[config.mk]
export PLATFORM = sky130hd
export DESIGN_NAME = pipe_ctrl
export DESIGN_NICKNAME = d
export VERILOG_FILES = /design/src/rtl/pipe_ctrl_pkg.sv /design/src/rtl/pipe_perf_cnt.sv /design/src/rtl/pipe_ctrl.sv
export SDC_FILE = /design/constraint.sdc
export NUM_CORES = 1
export LEC_CHECK = 0
export ABC_AREA = 1
export ABC_CLOCK_PERIOD_IN_PS = 1600
export CORE_AREA = 2 2 45 78
export DETAILED_ROUTE_END_ITERATION = 16
export DIE_AREA = 0 0 47 80
export GPL_TIMING_DRIVEN = 1
export HOLD_SLACK_MARGIN = 0.03
export PLACE_DENSITY = 0.77
export SYNTH_ARGS = -nofsm -noshare
export SYNTH_HDL_FRONTEND = slang
export SYNTH_HIERARCHICAL = 1
export SYNTH_SLANG_ARGS = --single-unit
export TNS_END_PERCENT = 50
[constraint.sdc]
create_clock -name clk -period 1.6 [get_ports clk]
set_input_delay 0.32 -clock clk [delete_from_list [all_inputs] [get_ports clk]]
set_output_delay 0.32 -clock clk [all_outputs]
set_load 0.02 [all_outputs]
[src/rtl/pipe_ctrl_pkg.sv]
// Shared types for the pipeline stall/flush sequencer: FSM state encoding and
// the RUN-state event priority (dcache_miss > div_start > icache_miss > redirect > load-use).
package pipe_ctrl_pkg;

  typedef enum logic [1:0] {
    RUN     = 2'd0,
    IWAIT   = 2'd1,
    DWAIT   = 2'd2,
    DIVWAIT = 2'd3
  } state_t;

  typedef enum logic [2:0] {
    EV_NONE  = 3'd0,
    EV_DMISS = 3'd1,
    EV_DIV   = 3'd2,
    EV_IMISS = 3'd3,
    EV_REDIR = 3'd4,
    EV_LDUSE = 3'd5
  } run_ev_t;

  function automatic run_ev_t run_event(input logic dmiss, input logic div,
                                        input logic imiss, input logic redir,
                                        input logic lduse);
    if (dmiss)      return EV_DMISS;
    else if (div)   return EV_DIV;
    else if (imiss) return EV_IMISS;
    else if (redir) return EV_REDIR;
    else if (lduse) return EV_LDUSE;
    else            return EV_NONE;
  endfunction

endpackage

[src/rtl/pipe_perf_cnt.sv]
// Wrapping stall-cycle and redirect-flush counters; built only with PIPE_PERF_EN.
module pipe_perf_cnt #(
  parameter int WIDTH = 32
) (
  input  logic             clk,
  input  logic             rst,
  input  logic             stall,
  input  logic             redirect_flush,
  output logic [WIDTH-1:0] stall_cycles,
  output logic [WIDTH-1:0] flush_count
);

  always_ff @(posedge clk or posedge rst) begin
    if (rst) begin
      stall_cycles <= '0;
      flush_count  <= '0;
    end else begin
      if (stall)          stall_cycles <= stall_cycles + 1'b1;
      if (redirect_flush) flush_count  <= flush_count + 1'b1;
    end
  end

endmodule

[src/rtl/pipe_ctrl.sv]
// Central stall/flush sequencer for the five-stage pipeline.
// Optional performance counters are built when PIPE_PERF_EN is defined.
module pipe_ctrl
  import pipe_ctrl_pkg::*;
#(
  parameter int WIDTH = 32
) (
  input  logic             clk,
  input  logic             rst,
  input  logic             ld_use_hz,
  input  logic             br_redirect_e,
  input  logic             icache_miss,
  input  logic             icache_ready,
  input  logic             dcache_miss,
  input  logic             dcache_ready,
  input  logic             div_start,
  input  logic             div_done,
  output logic             stall_pc,
  output logic             stall_fd,
  output logic             flush_fd,
  output logic             stall_de,
  output logic             flush_de,
  output logic             stall_em,
  output logic             flush_em,
  output logic             stall_mw,
  output logic [WIDTH-1:0] stall_cycles,
  output logic [WIDTH-1:0] flush_count,
  output logic [1:0]       fsm_state
);

  state_t state_q, state_d;
  logic   kill_q, kill_d;
  logic   pc, sfd, ffd, sde, fde, sem, fem, smw;

  always_ff @(posedge clk or posedge rst) begin
    if (rst) begin
      state_q <= RUN;
      kill_q  <= 1'b0;
    end else begin
      state_q <= state_d;
      kill_q  <= kill_d;
    end
  end

  always_comb begin
    state_d = state_q;
    kill_d  = kill_q;
    pc  = 1'b0; sfd = 1'b0; ffd = 1'b0; sde = 1'b0;
    fde = 1'b0; sem = 1'b0; fem = 1'b0; smw = 1'b0;
    case (state_q)
      RUN: begin
        case (run_event(dcache_miss, div_start, icache_miss, br_redirect_e, ld_use_hz))
          EV_DMISS: begin
            {pc, sfd, sde, sem, smw} = 5'b11111;
            state_d = DWAIT;
          end
          EV_DIV: begin
            {pc, sfd, sde, fem} = 4'b1111;
            state_d = DIVWAIT;
          end
          // A ready arriving with the miss is not consumed here: the wait lasts until the next ready.
          EV_IMISS: begin
            {pc, ffd} = 2'b11;
            state_d = IWAIT;
          end
          EV_REDIR: {ffd, fde} = 2'b11;
          EV_LDUSE: {pc, sfd, fde} = 3'b111;
          default: ;
        endcase
      end
      IWAIT: begin
        pc  = 1'b1;
        ffd = 1'b1;
        // Redirect target is loaded into PC now; the in-flight fill becomes wrong-path.
        if (br_redirect_e) begin
          pc  = 1'b0;
          fde = 1'b1;
        end
        if (icache_ready) begin
          state_d = RUN;
          kill_d  = 1'b0;
          if (!kill_q && !br_redirect_e) begin
            pc  = 1'b0;
            ffd = 1'b0;
          end
        end else if (br_redirect_e) begin
          kill_d = 1'b1;
        end
      end
      DWAIT: begin
        if (dcache_ready) state_d = RUN;
        else              {pc, sfd, sde, sem, smw} = 5'b11111;
      end
      DIVWAIT: begin
        if (div_done) state_d = RUN;
        else          {pc, sfd, sde, fem} = 4'b1111;
      end
      default: state_d = RUN;
    endcase
  end

  // Flush beats stall on the same register; everything is forced low during reset.
  assign stall_pc  = ~rst & pc;
  assign stall_fd  = ~rst & sfd & ~ffd;
  assign flush_fd  = ~rst & ffd;
  assign stall_de  = ~rst & sde & ~fde;
  assign flush_de  = ~rst & fde;
  assign stall_em  = ~rst & sem & ~fem;
  assign flush_em  = ~rst & fem;
  assign stall_mw  = ~rst & smw;
  assign fsm_state = state_q;

`ifdef PIPE_PERF_EN
  // flush_de with a redirect present is always redirect-caused (redirect outranks load-use).
  pipe_perf_cnt #(.WIDTH(WIDTH)) u_perf (
    .clk            (clk),
    .rst            (rst),
    .stall          (stall_pc),
    .redirect_flush (flush_de & br_redirect_e),
    .stall_cycles   (stall_cycles),
    .flush_count    (flush_count)
  );
`else
  assign stall_cycles = '0;
  assign flush_count  = '0;
`endif

endmodule
Word level (Yosys, flattened, before mapping)

Cells that the tools add are included.

Register bits: 3
Input bits: 10
Output and inout bits: 74
Logic and storage cells: 75

Equality and inequality tests: 12
Multiplexer cells: 35
Bitwise operators: 14
Reductions and logical operators: 12

Operators with widths:

| operator                                            | number |
|---|---|
| two-way mux 3 bit                                   | 6 |
| two-way mux 1 bit                                   | 17 |
| bitwise AND 1 bit                                   | 10 |
| case mux 1 bit (2 select lines)                     | 4 |
| case mux 2 bit (4 select lines)                     | 1 |
| equality test 3 x 2 -> 1 bit, second input constant | 2 |
| equality test 3 bit, second input constant          | 2 |
| two-way mux 2 bit                                   | 3 |
| != test 2 bit, second input constant                | 3 |
| case mux 1 bit (3 select lines)                     | 2 |
| case mux 2 bit (3 select lines)                     | 1 |
| OR reduction 2 bit                                  | 3 |
| equality test 2 bit, second input constant          | 2 |
| != test 4 x 1 -> 1 bit, second input constant       | 1 |
| inverter 1 bit                                      | 4 |
| case mux 1 bit (4 select lines)                     | 1 |
| AND reduction 4 bit                                 | 1 |
| OR reduction 4 bit                                  | 1 |
| equality test 3 x 1 -> 1 bit, second input constant | 1 |
| OR reduction 3 bit                                  | 1 |
| equality test 2 x 1 -> 1 bit, second input constant | 1 |
| zero test 1 bit                                     | 2 |
| zero test 2 bit                                     | 1 |
| AND reduction 2 bit                                 | 1 |
| 2 further kinds                                     | 2 |

Longest topological paths before layout

Depth in word-level cells: 12
Mapped depth: 9
Depth with buffers taken out: 9

Least setup slack after synthesis

OpenSTA, ideal clock, no wires.

Path type: register to output
Start point: register state_q[0], in the netlist fsm_state[0]
End point: output port stall_em
Data arrival time: 1.597 ns
Slack: -0.317 ns
Cell stages (with the launch flop): 8
Cells stage by stage: dfrtp_1 > inv_1 > ha_1 > buf_6 > inv_2 > o21a_1 > nor2_2 > a21boi_2

Longest elaborated chain between the ends: 4

Ends and longest elaborated chain:

| item                                                   | line             | RTL |
|---|---|---|
| from (decl)                                            | pipe_ctrl.sv:31  | `state_t state_q, state_d;` |
| from (signal assigned)                                 | pipe_ctrl.sv:40  | `state_q <= state_d;` |
| equality test 2 bit or zero test 2 bit (tied branches) | --               |  |
| case mux 1 bit (2 select lines) *                      | --               |  |
| bitwise AND 1 bit *                                    | --               |  |
| via stall_mw                                           | pipe_ctrl.sv:25  | `output logic stall_mw,` |
| bitwise AND 1 bit *                                    | pipe_ctrl.sv:108 | `assign stall_em = ~rst & sem & ~fem;` |
| to (decl)                                              | pipe_ctrl.sv:23  | `output logic stall_em,` |

Mark *: on every way through the listed nets, which the timed path passes. The rest lies on a longest branch.

Worst setup path in the final report

Start point: register state_q[1], in the netlist fsm_state[1]
End point: output port stall_em

Longest elaborated chain between the ends: 4

Ends and longest elaborated chain:

| item                                                   | line             | RTL |
|---|---|---|
| equality test 2 bit or zero test 2 bit (tied branches) | pipe_ctrl.sv:50  | `case (state_q)` |
| case mux 1 bit (2 select lines)                        | pipe_ctrl.sv:50  |  |
| bitwise AND 1 bit or inverter 1 bit (tied branches)    | pipe_ctrl.sv:108 |  |
| bitwise AND 1 bit *                                    | pipe_ctrl.sv:108 |  |

Mark *: on every way between the ends. The rest lies on a longest branch, timed or not.

==> impl_metrics.yaml <==
outcome:
  status: "finished, violations left"
  violations: "setup timing"
synth:
  synth_flop_cell: "sky130_fd_sc_hd__dfrtp_1"
  synth_enable_flop_cells: 0
  synth_async_sr_flop_share: 1.00
  avgSynthCellArea_um2: 6.63
  yosysUniqueCellTypes: 21
  seq_area_frac_synth: 0.0803
  synth_seq_cells: 3
  synth_area_um2: 935
  synthCells: 141
  yosys_warnings: 6
clocking:
  cts.sink_count: 3
  ctsLongestPathBuffers: 2
  clock_latency_ns: 0.21
  cts_made_buffers: 3
  tritoncts_clock_tree: "built"
  clkTransAtPathRegs_ns: 0.03
  cts_hold_buf: 0
  cts.root.buffer_cell: "sky130_fd_sc_hd__clkbuf_8"
  h-tree-depth: 1
power_and_ir_drop:
  irDropWorstVdd_mv: 0.549
  power-per-cell-area_nw_per_um2: 1310
  totalPowerFinal_w: 0.00167
  leakage_nw: 0.729
worst_hold_path:
  worst_hold_startpoint: "fsm_state[1]$_DFFE_PP0P_"
  hold_path.class: "flip-flop to flip-flop"
setup_path:
  timing.critical_path.required_ns: 1.28
  crit_path_end_kind: "output pin"
  critical_path_peak_fanout: 3
  worst_setup_path_start_kind: "flip-flop"
  worst_ep_arrival_time_ns: 1.49
  worst_r2r_setup_slack_ns: 0.12
  r2r-start: "fsm_state[0]$_DFFE_PP0P_"
  critical_path_destination: "stall_em"
  worst_flop_to_flop_path_endpoint: "fsm_state[1]$_DFFE_PP0P_"
  critical_path.startpoint: "fsm_state[1]$_DFFE_PP0P_"
  criticalPathCategory: "flip-flop to output pin"
  worst-r2r-cell-count: 9
timing:
  timing.hold.ws_ns: 0.562
  post-route-min-period_ns: 1.81
  max_freq_mhz: 552
  totalNegativeSetupSlack_ns: -1.29
  rsz0062_at_grt: "yes"
  finClkSkew_ns: 0.000989
  final_max_slew_viols: 0
  hold_viol: 0
  finalCritPeriodShare: 1.13
  setup_ws_ns: -0.211
  report.final.setup_viol: 8
drt:
  ant_nets: 0
  drt-total-wl_um: 2000
  detail_route.drc_violations: 0
  dr.pass1.iters: 2
  wl_per_cell_um: 8.81
  dr.first_iter.drc_count: 9
  route.vias.total: 811
  drt-vias-per-instance: 3.57
grt:
  grt_pass1_wl_um: 2820
  globalRoute.totalOverflow: 0
  grt_max_degree: 8
  number_of_antenna_violations_at_the_first_check_in_global_routing: 0
  grt_pass1_vias: 704
  groute.usage.overall: 0.102
finish:
  cell_area_after_layout_um2: 1270
  areaGrowthSynthToFinish_pct: 36.0
  insertedDiodeCount: 0
  drive_above_1_share: 0.391
  final_net_count: 199
  fill_cells: 364
die:
  dieWidth_um: 47
  die_area_um2: 3760
  initial_core_util: 0.301
  row_count: 27
  design.core.area_um2: 3110
  dieHeight_um: 80
  ioPinCount: 84
placement:
  port-buffer-count: 19
  routabilityCongestion: 0.887
  dpl.hpwl_um: 1570
  placed_area_um2: 1090
job:
  drv.max_cap_violation_count: 0
[synth_stat cells, types with 2 or more instances]
cell,count,area [µm²]
sky130_fd_sc_hd__nand2_2,4,25.0
sky130_fd_sc_hd__dfrtp_1,3,75.1
sky130_fd_sc_hd__a21oi_1,2,10.0
sky130_fd_sc_hd__nor3_1,2,10.0
sky130_fd_sc_hd__o21ai_0,3,15.0
sky130_fd_sc_hd__nor2_2,2,12.5
sky130_fd_sc_hd__inv_1,13,48.8
sky130_fd_sc_hd__nor2_1,7,26.3
sky130_fd_sc_hd__ha_1,4,50.1
sky130_fd_sc_hd__inv_2,5,18.8
sky130_fd_sc_hd__buf_4,64,480
sky130_fd_sc_hd__nand2_1,17,63.8
sky130_fd_sc_hd__nand3_1,7,35.0
[per-layer routing]
layer	part of all wire	vias up	GRT usage
met5	0	-	0
met4	0.017	0	0.0528
met3	0.13	4	0.0204
met2	0.57	63	0.195
met1	0.28	358	0.0920
li1	-	386	-
[cells by family after synthesis]
family,synth area share
buffers and inverters,0.598
and+or+nand+nor,0.202
AOI/OAI and AO/OA,0.0616
adders and majority gates,0.0535
DFF,0.0803
other,0.00401
[timing repair]
item,in CTS,in global routing
setup buffers,3,1
resized for setup,60,25
hold endpoints to repair,0,0
setup endpoints to repair,10,9
pin swaps,10,8
[power by group]
part / total (W) / switching, W / internal (W) / leakage, nW
Combinational: 0.00128 / 0.000722 / 0.000561 / 0.672
Clock: 0.000218 / 0.0000485 / 0.000170 / 0.0228
Sequential: 0.000166 / 0.0000474 / 0.000118 / 0.0348
Total: 0.00167 / 0.000818 / 0.000849 / 0.729
[layout make-up]
| cell class | count | area (µm²) | area share |
|---|---|---|---|
| flip-flops and latches | 3 | 77.6 | 0.0610 |
| inverters | 18 | 70.1 | 0.0551 |
| clock buffers | 4 | 45.0 | 0.0354 |
| repair buffers | 41 | 353 | 0.278 |
| multi-input cells | 118 | 672 | 0.529 |
| well taps | 43 | 53.8 | 0.0423 |
[critical path, cell delays in order, from the launching register on]
cell and delay (ns):
sky130_fd_sc_hd__dfrtp_2 0.42, sky130_fd_sc_hd__inv_2 0.09, sky130_fd_sc_hd__ha_4 0.14, sky130_fd_sc_hd__inv_2 0.04, sky130_fd_sc_hd__o21a_4 0.20, sky130_fd_sc_hd__nor2_4 0.08
sky130_fd_sc_hd__a21boi_4 0.17, sky130_fd_sc_hd__buf_6 0.12
[worst min-delay path by stage]
stage,end,slack (ns),depth (start not counted)
2_1_floorplan,kill_q$_DFFE_PP0P_,0.08,1
3_3_place_gp,kill_q$_DFFE_PP0P_,0.49,2
3_5_place_dp,kill_q$_DFFE_PP0P_,0.49,2
4_1_cts,kill_q$_DFFE_PP0P_,0.50,2
5_1_grt,fsm_state[1]$_DFFE_PP0P_,0.61,2
6_report,fsm_state[1]$_DFFE_PP0P_,0.56,2
[metrics by stage]
stage / instances / utilization / setup slack (ns)
after floorplan: 204 / - / -0.178
after global placement: 219 / 0.350 / -0.773
after detailed placement: 219 / 0.350 / -0.792
after CTS: 226 / 0.377 / -0.237
after global routing: 227 / 0.409 / -0.283
final: 227 / 0.409 / -0.211
[sequential cells by signal (all words and copies together) (netlist names)]
name and flops:
kill_q 1, fsm_state 2
[layout by cell type (no fill, tap or decap), drive strengths merged]
| cell type | synthesis | final |
|---|---|---|
| a21boi | 1 | 1 |
| a21oi | 2 | 2 |
| buf | 65 | 30 |
| clkbuf | 0 | 5 |
| clkdlybuf4s50 | 0 | 4 |
| conb | 1 | 64 |
| dfrtp | 3 | 3 |
| dlygate4sd2 | 0 | 6 |
| ha | 4 | 4 |
| inv | 18 | 18 |
| nand2 | 21 | 21 |
| nand3 | 8 | 8 |
| nand4 | 1 | 1 |
| nor2 | 9 | 9 |
| nor3 | 2 | 2 |
| o211ai | 1 | 1 |
| o21a | 1 | 1 |
| o21ai | 3 | 3 |
| o22ai | 1 | 1 |
No activity file was read; power rests on OpenSTA's default activity.
